## src/rtl/controle_preempcao.sv

```systemverilog
// Preemption and round-robin context controller: raises the scheduler / I/O redirect
// requests for the PC-select logic and keeps each process's resume PC for dispatch.
module controle_preempcao #(
   parameter  int unsigned QUANTUM  = 16,
   parameter  int unsigned NUM_PROC = 4,
   localparam int unsigned IW       = $clog2(NUM_PROC)
) (
   input  logic                clock,
   input  logic                reset,
   input  logic                habilita,
   input  logic                carrega_processo,
   input  logic [IW-1:0]       slot_carga,
   input  logic [31:0]         pc_carga,
   input  logic [31:0]         pc,
   input  logic                instrucao_io,
   input  logic                fim_processo,
   input  logic                despacho,
   output logic                troca_contexto,
   output logic                intrucao_io_contexto,
   output logic [31:0]         pc_processo_trocado,
   output logic [IW-1:0]       processo_atual,
   output logic [NUM_PROC-1:0] processos_ativos,
   output logic [7:0]          contador
);

   typedef enum logic [1:0] {OCIOSO, EXECUTANDO, AGUARDA_IO, ESCALONANDO} estado_t;

   localparam logic [7:0] CONT_MAX = 8'(QUANTUM - 1);

   estado_t             estado_q, estado_d;
   logic [31:0]         tabela_q [NUM_PROC];
   logic [31:0]         tabela_d [NUM_PROC];
   logic [NUM_PROC-1:0] valido_q, valido_d;
   logic [IW-1:0]       atual_q, atual_d;
   logic [31:0]         pc_troca_q, pc_troca_d;
   logic [7:0]          contador_q, contador_d;
   logic                troca_q, troca_d;
   logic                io_q, io_d;
   logic                primeiro_q, primeiro_d;

   logic                achou;
   logic [IW-1:0]       escolhido;
   logic [IW-1:0]       candidato;

   // Until a process has run, the search starts at slot 0 instead of atual+1.
   always_comb begin
      achou     = 1'b0;
      escolhido = atual_q;
      candidato = '0;
      for (int unsigned i = 0; i < NUM_PROC; i++) begin
         candidato = primeiro_q ? IW'(i) : IW'(32'(atual_q) + i + 32'd1);
         if (!achou && valido_q[candidato]) begin
            achou     = 1'b1;
            escolhido = candidato;
         end
      end
   end

   always_comb begin
      estado_d   = estado_q;
      tabela_d   = tabela_q;
      valido_d   = valido_q;
      atual_d    = atual_q;
      pc_troca_d = pc_troca_q;
      contador_d = contador_q;
      troca_d    = 1'b0;
      io_d       = 1'b0;
      primeiro_d = primeiro_q;

      if (!habilita) begin
         estado_d   = OCIOSO;
         contador_d = '0;
      end else begin
         case (estado_q)
            OCIOSO: begin
               contador_d = '0;
               if (|valido_q) estado_d = ESCALONANDO;
            end
            // Event edges hold the count so it never passes QUANTUM-1.
            EXECUTANDO: begin
               if (fim_processo) begin
                  valido_d[atual_q] = 1'b0;
                  troca_d           = 1'b1;
                  estado_d          = ESCALONANDO;
               end else if (instrucao_io) begin
                  tabela_d[atual_q] = pc + 32'd1;
                  io_d              = 1'b1;
                  estado_d          = AGUARDA_IO;
               end else if (contador_q >= CONT_MAX) begin
                  tabela_d[atual_q] = pc;
                  troca_d           = 1'b1;
                  contador_d        = '0;
                  estado_d          = ESCALONANDO;
               end else begin
                  contador_d = contador_q + 8'd1;
               end
            end
            AGUARDA_IO, ESCALONANDO: begin
               if (despacho) begin
                  contador_d = '0;
                  if (achou) begin
                     atual_d    = escolhido;
                     pc_troca_d = tabela_q[escolhido];
                     primeiro_d = 1'b0;
                     estado_d   = EXECUTANDO;
                  end else begin
                     estado_d = OCIOSO;
                  end
               end
            end
            default: estado_d = OCIOSO;
         endcase
      end

      if (carrega_processo) begin
         tabela_d[slot_carga] = pc_carga;
         valido_d[slot_carga] = 1'b1;
      end
   end

   always_ff @(posedge clock or negedge reset) begin
      if (!reset) begin
         estado_q   <= OCIOSO;
         tabela_q   <= '{default: '0};
         valido_q   <= '0;
         atual_q    <= '0;
         pc_troca_q <= '0;
         contador_q <= '0;
         troca_q    <= 1'b0;
         io_q       <= 1'b0;
         primeiro_q <= 1'b1;
      end else begin
         estado_q   <= estado_d;
         tabela_q   <= tabela_d;
         valido_q   <= valido_d;
         atual_q    <= atual_d;
         pc_troca_q <= pc_troca_d;
         contador_q <= contador_d;
         troca_q    <= troca_d;
         io_q       <= io_d;
         primeiro_q <= primeiro_d;
      end
   end

   assign troca_contexto       = troca_q;
   assign intrucao_io_contexto = io_q;
   assign pc_processo_trocado  = pc_troca_q;
   assign processo_atual       = atual_q;
   assign processos_ativos     = valido_q;
   assign contador             = contador_q;

endmodule

```

## config.mk

```make
export PLATFORM = sky130hd
export DESIGN_NAME = controle_preempcao
export DESIGN_NICKNAME = d
export VERILOG_FILES = /design/src/rtl/controle_preempcao.sv
export SDC_FILE = /design/constraint.sdc
export NUM_CORES = 1
export LEC_CHECK = 0
export ABC_AREA = 1
export CELL_PAD_IN_SITES_DETAIL_PLACEMENT = 1
export CELL_PAD_IN_SITES_GLOBAL_PLACEMENT = 1
export CORE_ASPECT_RATIO = 1.1
export CORE_MARGIN = 1.5
export CORE_UTILIZATION = 45
export CTS_CLUSTER_DIAMETER = 50
export DETAILED_ROUTE_END_ITERATION = 10
export PLACE_DENSITY = 0.86
export SLEW_MARGIN = 20
export SYNTH_ARGS = -nofsm -noshare
export SYNTH_HDL_FRONTEND = slang
export SYNTH_SLANG_ARGS = --single-unit
```

## constraint.sdc

```tcl
create_clock -name clock -period 6.28 [get_ports clock]
set_clock_uncertainty 0.2 [all_clocks]
set_input_delay 1.57 -clock clock [delete_from_list [all_inputs] [get_ports clock]]
set_output_delay 1.57 -clock clock [all_outputs]
set_load 0.01 [all_outputs]
```

Word-level counts from Yosys, hierarchy flattened
Cells that the tools add are included.

storage, ports and cells
  bits in registers = 179
  input bits = 73

operators by class
  $add $sub $neg = 8
  order comparisons = 14
  equality and inequality tests = 8
  mux-type cells = 67
  bitwise logic cells = 6
  reductions and logical operators = 16

operators by type and width
  operator                                                                             count
  128-bit two-way mux                                                                  6
  128-bit bitwise mux                                                                  3
  32-bit demux with 2-bit select                                                       2
  32-bit two-way mux                                                                   4
  32-bit binary-select mux with 2-bit select                                           1
  8-bit two-way mux                                                                    5
  32-bit by 1-bit adder with 32-bit output, second input constant                      1
  2-bit two-way mux                                                                    14
  8-bit case mux with 3 select lines                                                   1
  1-bit two-way mux                                                                    20
  2-bit by 3-bit < comparator with 1-bit output, second input constant                 6
  4-bit two-way mux                                                                    4
  3-bit != test, second input constant                                                 4
  3-bit greater-or-equal comparator, second input constant                             3
  2-bit NOT with 3-bit output                                                          3
  2-bit by 1-bit adder with 2-bit output, second input constant                        4
  8-bit by 1-bit adder with 8-bit output, second input constant                        1
  1-bit binary-select mux with 2-bit select                                            4
  8-bit by 4-bit greater-or-equal comparator with 1-bit output, second input constant  1
  1-bit logical AND                                                                    7
  3-bit by 1-bit < comparator with 1-bit output, second input constant                 2
  2-bit case mux with 3 select lines                                                   1
  3-bit AND reduction                                                                  2
  5-bit != test, second input constant                                                 1
  13 further kinds                                                                     19

Longest topological paths before layout
  depth after elaboration = 18
  gate-level depth with buffers = 21
  mapped depth without buffers = 19

Least setup slack after synthesis
OpenSTA, ideal clock, no wires.

  path kind = input to register
  start = in habilita
  end = reg tabela_q[113] (netlist bit)
  library setup time = 133 ps
  arrival = 2946 ps
  required time = 5947 ps
  slack = 3001 ps
  cell stages on the path = 11
  path buffers = 2
  path through = inv_1 -> nor2_1 -> nand2_1 -> nor2_1 -> clkbuf_1 -> inv_2 -> clkbuf_1 -> a21oi_1 -> nand2_1 -> o211ai_1 -> o21ai_0

RTL lines
  what                    RTL line  text
  start: declaration      10        input logic habilita,
  end signal: assignment  134       tabela_q <= tabela_d;
  end: declaration        31        logic [31:0] tabela_q [NUM_PROC];

==> metrics.txt <==
total grt overflow 0; achievable clock frequency 235 MHz; core area 29,600 um^2; Final Setup Violations 0; Pleak 7.03 nW; worst-margin pin slew 1.19 ns; Seq cells post-synth 179; die height 185 um; worst slack at placement 1.69 ns; hold-fix buffers at CTS 0; Area contributors post-synth dfrtp_1 (33%), nand2_1 (14%), a21oi_1 (10%); Startpoint Class primary input; CTS max path bufs 2; initial DRC count 1,711; cell accounting for the most synthesized area dfrtp_1; vias in the first global route 16.5k; part of the cycle the worst path needs 67.6%; Peak VDD IR 0.824 mV; Pre-Repair DR Iteration Count 6; gpl congestion 0.968; final setup TNS 0 ns; Clk Latency, worst-skew pair 0.46 ns; Clock transition at path regs 0.08 ns; initial antenna violation count 1; yosys warns 0; Residual DRC 0; Initial Util 45.8%; post-DR vias/cell 6.38; Max-cap violations 0; Final WS setup 2.03 ns; width of the die 169 um; largest net degree at the start of global routing 101; RSZ-0062 raised after global routing false; unique cell type count in the Yosys netlist 41; root buffer cell clkbuf_16; status complete, no violations; Syn-to-layout area delta 14.3%; final hold vios 0; clock tree sinks 179; DPL Wire Length 37,300 um; Worst Path Required 6.48 ns; NumNets Final 2,223; # Post-CTS Setup Buffers 0; first-pass GRT wire length 92,400 um; Final Critical Period 4.25 ns; GRT Total Usage 38.4%; H-tree depth 4; Post-synth EDFFs 0; cts bufs inserted 17; Max Slew Vio Count 0; io pins 121; Synth Cell Area 13,600 um^2; share of post-route cells with drive strength above 1 5.29%; CP Capture Type register; CTS tree done; register area share after synthesis 33.0%; Async SR Flop Fraction 100%; antenna-violating nets left 0; DIE AREA 31,200 um^2; CP Class primary input to register; post-synth net total 2,202; # rows 66; port bufs 120; slew margin rel. 20.4%; class of the worst hold path register to register; Mean Syn Cell Area 6.40 um^2; P per Cell Area 461 nW/um^2; cells after synthesis 2,123; DR WL/cell 23.5 um; Data arrival, critical path 4.44 ns; maximum fanout along the worst path 18; Resize count post-CTS 0; Post-Route WL 59,600 um; via count 16.1k; ys flop type dfrtp_1; top-area cell type share of the netlist area 32.8%
registers in the layout (all words and copies together) (netlist names):
name	count
contador	8
estado_q	2
intrucao_io_contexto	1
pc_processo_trocado	32
primeiro_q	1
processo_atual	2
processos_ativos	4
tabela_q	128
troca_contexto	1
synthesized netlist by cell type, types with 3 or more instances:
cell type / n
o211ai_1: 97
buf_4: 4
a221oi_1: 6
or2_2: 9
buf_1: 19
nand2_1: 503
a22oi_1: 22
o21ai_1: 4
dfrtp_1: 178
inv_2: 7
nor2_4: 3
nor2_1: 153
a31oi_1: 8
nand2_2: 7
o21ai_0: 187
nand3b_1: 3
xor2_1: 17
nor2_2: 3
nand3_1: 221
buf_2: 23
nand3_2: 3
ha_1: 6
nand4_1: 5
buf_6: 5
a21oi_1: 282
inv_1: 214
nand2_4: 4
nor3_1: 13
or2_1: 3
clkbuf_1: 99
routing by layer:
layer,routed length [um],up-vias,global-route usage (%),part of all wire [%]
met1,23800,7935,48.3,40
met3,4870,219,6.05,8.2
met2,28200,872,63.6,47
met4,2690,0,20.5,4.5
met5,0,-,0,0
li1,-,7117,-,-
layout by cell type (no fill, tap or decap), drive strengths merged, types with 13 or more instances in the layout:
cell           synthesis  layout
xor2                  17      17
o211ai                97      97
clkdlybuf4s50          0     118
nand3                225     225
o21ai                191     191
clkbuf                99      20
nand2                514     514
inv                  221     224
dfrtp                178     178
nor2                 159     159
a21oi                282     282
a22oi                 22      22
buf                   51      33
nor3                  13      13
final timing paths:
path | startpoint | to | slack, ns | cells after the start
setup / recovery | habilita | tabela_q[33] | 2.03 | 11
hold / removal | pc_processo_trocado[2] | pc_processo_trocado[2] | 0.28 | 2
setup reg to reg | processo_atual[0] | tabela_q[5] | 2.32 | 10
hold reg to reg | pc_processo_trocado[2] | pc_processo_trocado[2] | 0.28 | 2
max in group asynchronous | reset | tabela_q[95] | 3.66 | 2
min in group asynchronous | reset | pc_processo_trocado[9] | 1.00 | 1
critical path, cell delays in order:
cell	delay, ns
clkdlybuf4s50_1	0.49
inv_1	0.06
nor2_1	0.16
nand2_1	0.17
nor2_4	0.40
o21ai_1	0.43
inv_1	0.61
nand3_1	0.15
o211ai_1	0.15
o21ai_0	0.15
inv_1	0.09
power by group:
group	leakage (nW)	internal [W]	total [W]	switching, W
Sequential	2.10	0.00150	0.00175	0.000247
Combinational	4.63	0.00130	0.00423	0.00293
Clock	0.296	0.000646	0.00118	0.000539
area by class of cell:
type / count / area [um^2]
fill: 3971 / 14100
multi-input combinational: 1571 / 7670
sequential: 179 / 4480
timing repair buffer: 152 / 1460
inverter: 223 / 838
tap: 374 / 468
clock buffer: 19 / 443
clock inverter: 13 / 174
antenna: 1 / 2.50
stage by stage:
stage	hold slack (ns)	power (W)	cell area, um^2	cells	utilization (%)
after floorplan	0.293	0.00444	13600	2123	-
after global placement	0.261	0.00570	14900	2499	50.3
after detailed placement	0.266	0.00584	14900	2499	50.3
after CTS	0.286	0.00704	15500	2531	52.4
after global routing	0.301	0.00757	15500	2532	52.4
final	0.281	0.00717	15500	2532	52.4
cell families after synthesis:
logic type,share of synthesized area (%)
flip-flops,33.0
buffers and inverters,10.9
adder cells (fa/ha/maj),0.553
AND/OR/NAND/NOR,29.1
XOR/XNOR,1.22
AO/OA/AOI/OAI,25.2
Power figures use the tool's default switching activity.
